[src/rtl/bram_log_ctrl_pkg.sv]
// Shared types and constants for the sample-logging BRAM capture/playback controller.
package bram_log_ctrl_pkg;

  localparam int NB_ADDR_DEFAULT = 15;
  localparam int NB_DATA_DEFAULT = 14;

  typedef enum logic [2:0] {
    IDLE     = 3'd0,
    CAPTURE  = 3'd1,
    DONE     = 3'd2,
    RD_ISSUE = 3'd3,
    RD_WAIT  = 3'd4,
    RD_HOLD  = 3'd5
  } state_t;

  // Highest buffer address for a given address width (all-ones pointer value).
  function automatic int unsigned last_addr(input int unsigned nb_addr);
    return (32'd1 << nb_addr) - 32'd1;
  endfunction

endpackage

[src/rtl/bram_log_ctrl.sv]
// Fills the logging BRAM with one full buffer on i_run_log, then plays it out
// word by word over valid/ready on i_read_log. Owns both BRAM ports.
//
// state    | meaning
// ---------+----------------------------------------------------------
// IDLE     | no valid buffer; waiting for i_run_log
// CAPTURE  | writing i_data at wr_ptr on each i_valid cycle
// DONE     | buffer full; waiting for i_run_log or i_read_log
// RD_ISSUE | read strobe for rd_ptr
// RD_WAIT  | BRAM read data arriving; latched into o_data
// RD_HOLD  | o_data/o_data_valid held until i_data_ready
module bram_log_ctrl
  import bram_log_ctrl_pkg::*;
#(
  parameter int NB_ADDR = NB_ADDR_DEFAULT,
  parameter int NB_DATA = NB_DATA_DEFAULT
) (
  input  logic               clock,
  input  logic               i_reset,
  input  logic               i_run_log,
  input  logic               i_read_log,
  input  logic [NB_DATA-1:0] i_data,
  input  logic               i_valid,
  output logic               o_full,
  output logic               o_busy,
  output logic [NB_DATA-1:0] o_bram_data,
  output logic [NB_ADDR-1:0] o_bram_write_addr,
  output logic               o_bram_write_enable,
  output logic [NB_ADDR-1:0] o_bram_read_addr,
  output logic               o_bram_read_enable,
  input  logic [NB_DATA-1:0] i_bram_data,
  output logic [NB_DATA-1:0] o_data,
  output logic               o_data_valid,
  input  logic               i_data_ready
);

  localparam logic [NB_ADDR-1:0] LAST_ADDR = NB_ADDR'(last_addr(NB_ADDR));

  state_t             state;
  logic [NB_ADDR-1:0] wr_ptr;
  logic [NB_ADDR-1:0] rd_ptr;

  // Write port is combinational so a sample is stored in the cycle it is valid.
  assign o_bram_write_enable = (state == CAPTURE) && i_valid;
  assign o_bram_write_addr   = wr_ptr;
  assign o_bram_data         = i_data;
  assign o_bram_read_enable  = (state == RD_ISSUE);
  assign o_bram_read_addr    = rd_ptr;

  always_ff @(posedge clock or posedge i_reset) begin
    if (i_reset) begin
      state        <= IDLE;
      wr_ptr       <= '0;
      rd_ptr       <= '0;
      o_full       <= 1'b0;
      o_busy       <= 1'b0;
      o_data       <= '0;
      o_data_valid <= 1'b0;
    end else begin
      case (state)
        IDLE: begin
          if (i_run_log) begin
            state  <= CAPTURE;
            wr_ptr <= '0;
            o_busy <= 1'b1;
          end
        end

        CAPTURE: begin
          if (i_valid) begin
            if (wr_ptr == LAST_ADDR) begin
              state  <= DONE;
              wr_ptr <= '0;
              o_full <= 1'b1;
              o_busy <= 1'b0;
            end else begin
              wr_ptr <= wr_ptr + 1'b1;
            end
          end
        end

        DONE: begin
          // A new capture takes priority over replaying the old one.
          if (i_run_log) begin
            state  <= CAPTURE;
            wr_ptr <= '0;
            o_full <= 1'b0;
            o_busy <= 1'b1;
          end else if (i_read_log) begin
            state  <= RD_ISSUE;
            rd_ptr <= '0;
            o_busy <= 1'b1;
          end
        end

        RD_ISSUE: begin
          state <= RD_WAIT;
        end

        RD_WAIT: begin
          o_data       <= i_bram_data;
          o_data_valid <= 1'b1;
          state        <= RD_HOLD;
        end

        RD_HOLD: begin
          if (i_data_ready) begin
            o_data_valid <= 1'b0;
            if (rd_ptr == LAST_ADDR) begin
              state  <= DONE;
              rd_ptr <= '0;
              o_busy <= 1'b0;
            end else begin
              rd_ptr <= rd_ptr + 1'b1;
              state  <= RD_ISSUE;
            end
          end
        end

        default: begin
          state        <= IDLE;
          o_full       <= 1'b0;
          o_busy       <= 1'b0;
          o_data_valid <= 1'b0;
        end
      endcase
    end
  end

endmodule

[config.mk]
export PLATFORM = sky130hd
export DESIGN_NAME = bram_log_ctrl
export DESIGN_NICKNAME = d
export VERILOG_FILES = /design/src/rtl/bram_log_ctrl_pkg.sv /design/src/rtl/bram_log_ctrl.sv
export SDC_FILE = /design/constraint.sdc
export NUM_CORES = 1
export LEC_CHECK = 0
export ABC_AREA = 1
export BUFFER_PORTS_ARGS = -buffer_cell sky130_fd_sc_hd__buf_2
export CORE_MARGIN = 5
export CORE_UTILIZATION = 55
export DETAILED_ROUTE_END_ITERATION = 7
export HOLD_SLACK_MARGIN = 0.1
export PLACE_DENSITY = 0.91
export SETUP_SLACK_MARGIN = 0.02
export SLEW_MARGIN = 10
export SYNTH_ARGS = -nofsm -noshare
export SYNTH_HDL_FRONTEND = slang
export SYNTH_SLANG_ARGS = --single-unit
[constraint.sdc]
create_clock -name clock -period 3.2 [get_ports clock]
set_clock_uncertainty 0.2 [all_clocks]
set_input_delay 0.64 -clock clock [delete_from_list [all_inputs] [get_ports clock]]
set_output_delay 0.64 -clock clock [all_outputs]
set_load 0.03 [all_outputs]
==> qor.csv <==
stage;metric;value;unit
status;outcome;finished clean;
sta;hold_slack;278.6;ps
sta;tns;0;ps
cells_and_area;final_cell_mix;nand2_1, buf_2, dfrtp_1;
placement;placed_area;0.003213;mm^2
sta;tightestPinTransition;634.4;ps
power_and_ir_drop;p_per_area;772.0;mW/mm^2
routing;wl_per_cell;14.20;um
run;max_cap_violations;0;
global_routing;grt_max_degree;51;
synthesis;avgSynthCellArea;8.204;um^2
synthesis;synth-seq-area-share;42.48;%
clocking;cts_root_buf;clkbuf_8;
setup_path;arrival;1370;ps
setup_path;startpoint_type;flip-flop;
synthesis;synth_cell_types;32;
synthesis;yosysTopAreaCell;dfrtp_1;
hold_path;hp-class;flip-flop to flip-flop;
routing;drtPass1Iterations;5;
setup_path;startpoint;state[0];
sta;min_period;2213;ps
cells_and_area;design_area;0.003292;mm^2
clocking;htree_num_levels;2;
power_and_ir_drop;power;2.541;mW
clocking;cts_resized;0;
sta;final_max_slew_viol_count;0;
routing;drc;0;
setup_path;cp-end-kind;output port;
floorplanning;dieWidth;83.18;um
setup_path;critical_path.max_fanout;8;
power_and_ir_drop;p_leak;1.676;nW
floorplanning;row_count;26;
synthesis;synth-seq-cells;50;
synthesis;synth_area_leaders;dfrtp_1, nand2_1, mux2_2, nand3_1, inv_1;
clocking;cts_sinks;50;
synthesis;synth_compound_area_share;7.349;%
sta;rsz0062_at_grt;false;
cells_and_area;instances_no_fill;484;
synthesis;synth-adder-area-share;0.8496;%
synthesis;synth_nets;395;
synthesis;ys_warn_count;0;
clocking;cts_buffer_depth;2;
synthesis;synthMuxAreaShare;5.353;%
synthesis;netlist_instances;359;
clocking;ctsHoldBuffers;0;
setup_path;crit_type;flip-flop to output port;
routing;vias;2602;
floorplanning;pin_count;97;
routing;viasPerCell;5.376;
sta;setup_ws;987.0;ps
floorplanning;die_area;0.006919;mm^2
sta;slew_headroom;57.70;%
synthesis;synth_top_area_share;42.48;%
floorplanning;core;0.005140;mm^2
global_routing;grt_util_all_layers;20.02;%
global_routing;overflow;0;
cells_and_area;fillers;459;
sta;setup_violations;0;
synthesis;synth_top_family_by_area;simple AND/OR/NAND/NOR gates;
placement;placed_cells;477;
clocking;post_cts_buffers;0;
synthesis;synth_xor_area_share;1.487;%
placement;dp_slack;1148;ps
cells_and_area;multi_input_comb_area;0.001358;mm^2
placement;io_buffer_count;68;
placement;post-dp-hpwl;5257;um
global_routing;first_global_vias;2587;
setup_path;r2r_start;state[0];
routing;drt_iter0_drc;246;
setup_path;worstPathRequired;2360;ps
sta;timing.fmax;0.4519;GHz
synthesis;netlist_area;0.002945;mm^2
sta;final_hold_viol_count;0;
floorplanning;start_util;57.30;%
routing;ant_nets;0;
global_routing;grt_pass1_wl;11680;um
clocking;clock_latency;290;ps
clocking;cts_buffers;5;
synthesis;synthSimpleGateAreaFrac;31.05;%
global_routing;antenna_found_initial;0;
sta;fin_crit_sh;69.16;%
clocking;clkTransAtPathRegs;90;ps
floorplanning;die_h;83.18;um
cells_and_area;num-nets-final;450;
hold_path;min-delay-start;o_full;
cells_and_area;finalCoreUtilization;64.05;%
cells_and_area;final_common_cell;nand2_1;
cells_and_area;area_growth;11.77;%
power_and_ir_drop;peakVddDrop;0.6686;mV
cells_and_area;register_area;0.001251;mm^2
cells_and_area;n_antenna_cell;0;
clocking;cts_tree;yes;
cells_and_area;layout-drive-gt1-share;29.23;%
routing;routed_wl;6872;um
placement;routabilityCongestion;0.9523;
-- cell type report --
type                       count  share of cell area (%)
clock buffer                   5                   2.090
multi-input combinational    243                   41.24
inverter                      45                   5.131
sequential                    50                   38.01
timing repair buffer          69                   10.57
tap                           70                   2.661
clock inverter                 2                  0.3041
-- critical path, stage by stage, from the launching register on --
cell and delay, ps:
dfrtp_1 630, nand3_4 150, nor2_1 100, buf_2 200
-- cell usage after synthesis --
cell type / n
or2_2: 1
nand2_2: 5
nand3b_1: 1
o21a_1: 1
nor2_2: 4
buf_6: 4
nand4_1: 16
inv_1: 39
inv_2: 6
ha_1: 2
o21ai_1: 14
nor3_2: 1
nand3_4: 2
xor2_1: 5
o22ai_1: 1
o21bai_1: 5
buf_2: 2
a31oi_1: 1
nor3_1: 3
a22oi_1: 1
nor3_4: 1
nor2_4: 5
nand2_1: 79
o21ai_0: 7
dfrtp_1: 50
nand3_2: 4
nor2_1: 32
nand3_1: 31
o21ai_4: 1
buf_4: 15
mux2_2: 14
a21oi_1: 6
-- routing by layer --
metal	wire length [um]	share of wire (%)	vias to the layer above	GRT usage [%]
li1	-	-	1268	-
met2	3391	49	120	34.04
met4	161	2.3	0	8.767
met1	2814	41	1195	23.93
met3	504	7.3	19	4.950
met5	0	0	-	0
-- power by group --
group	leakage, nW	switching, mW	total, mW	internal, mW
Combinational	0.977	0.851	1.24	0.391
Clock	0.0438	0.203	0.351	0.147
Sequential	0.655	0.151	0.949	0.797
Total	1.68	1.21	2.54	1.34
-- flip-flops by register name (all words and copies together), names as in the netlist --
signal	cells
o_data	14
state	3
o_bram_read_addr	15
o_bram_write_addr	15
o_full	1
o_busy	1
o_data_valid	1
-- worst paths after layout --
path,cells after the start,slack [ps],endpoint
worst max-delay path,3,990,o_bram_write_enable
worst max register to register,7,1130,o_busy
max in group asynchronous,3,2070,o_data[13]
min in group asynchronous,3,300,o_data[3]
worst min register to register,2,280,o_full
worst min-delay path,2,280,o_full
-- kinds of logic after synthesis --
logic type      after synthesis
compound gates               37
xor+xnor                      5
fa+ha+maj                     2
buf+inv                      66
flops                        50
mux                          14
simple gates                185
(Power assumes the default switching activity.)
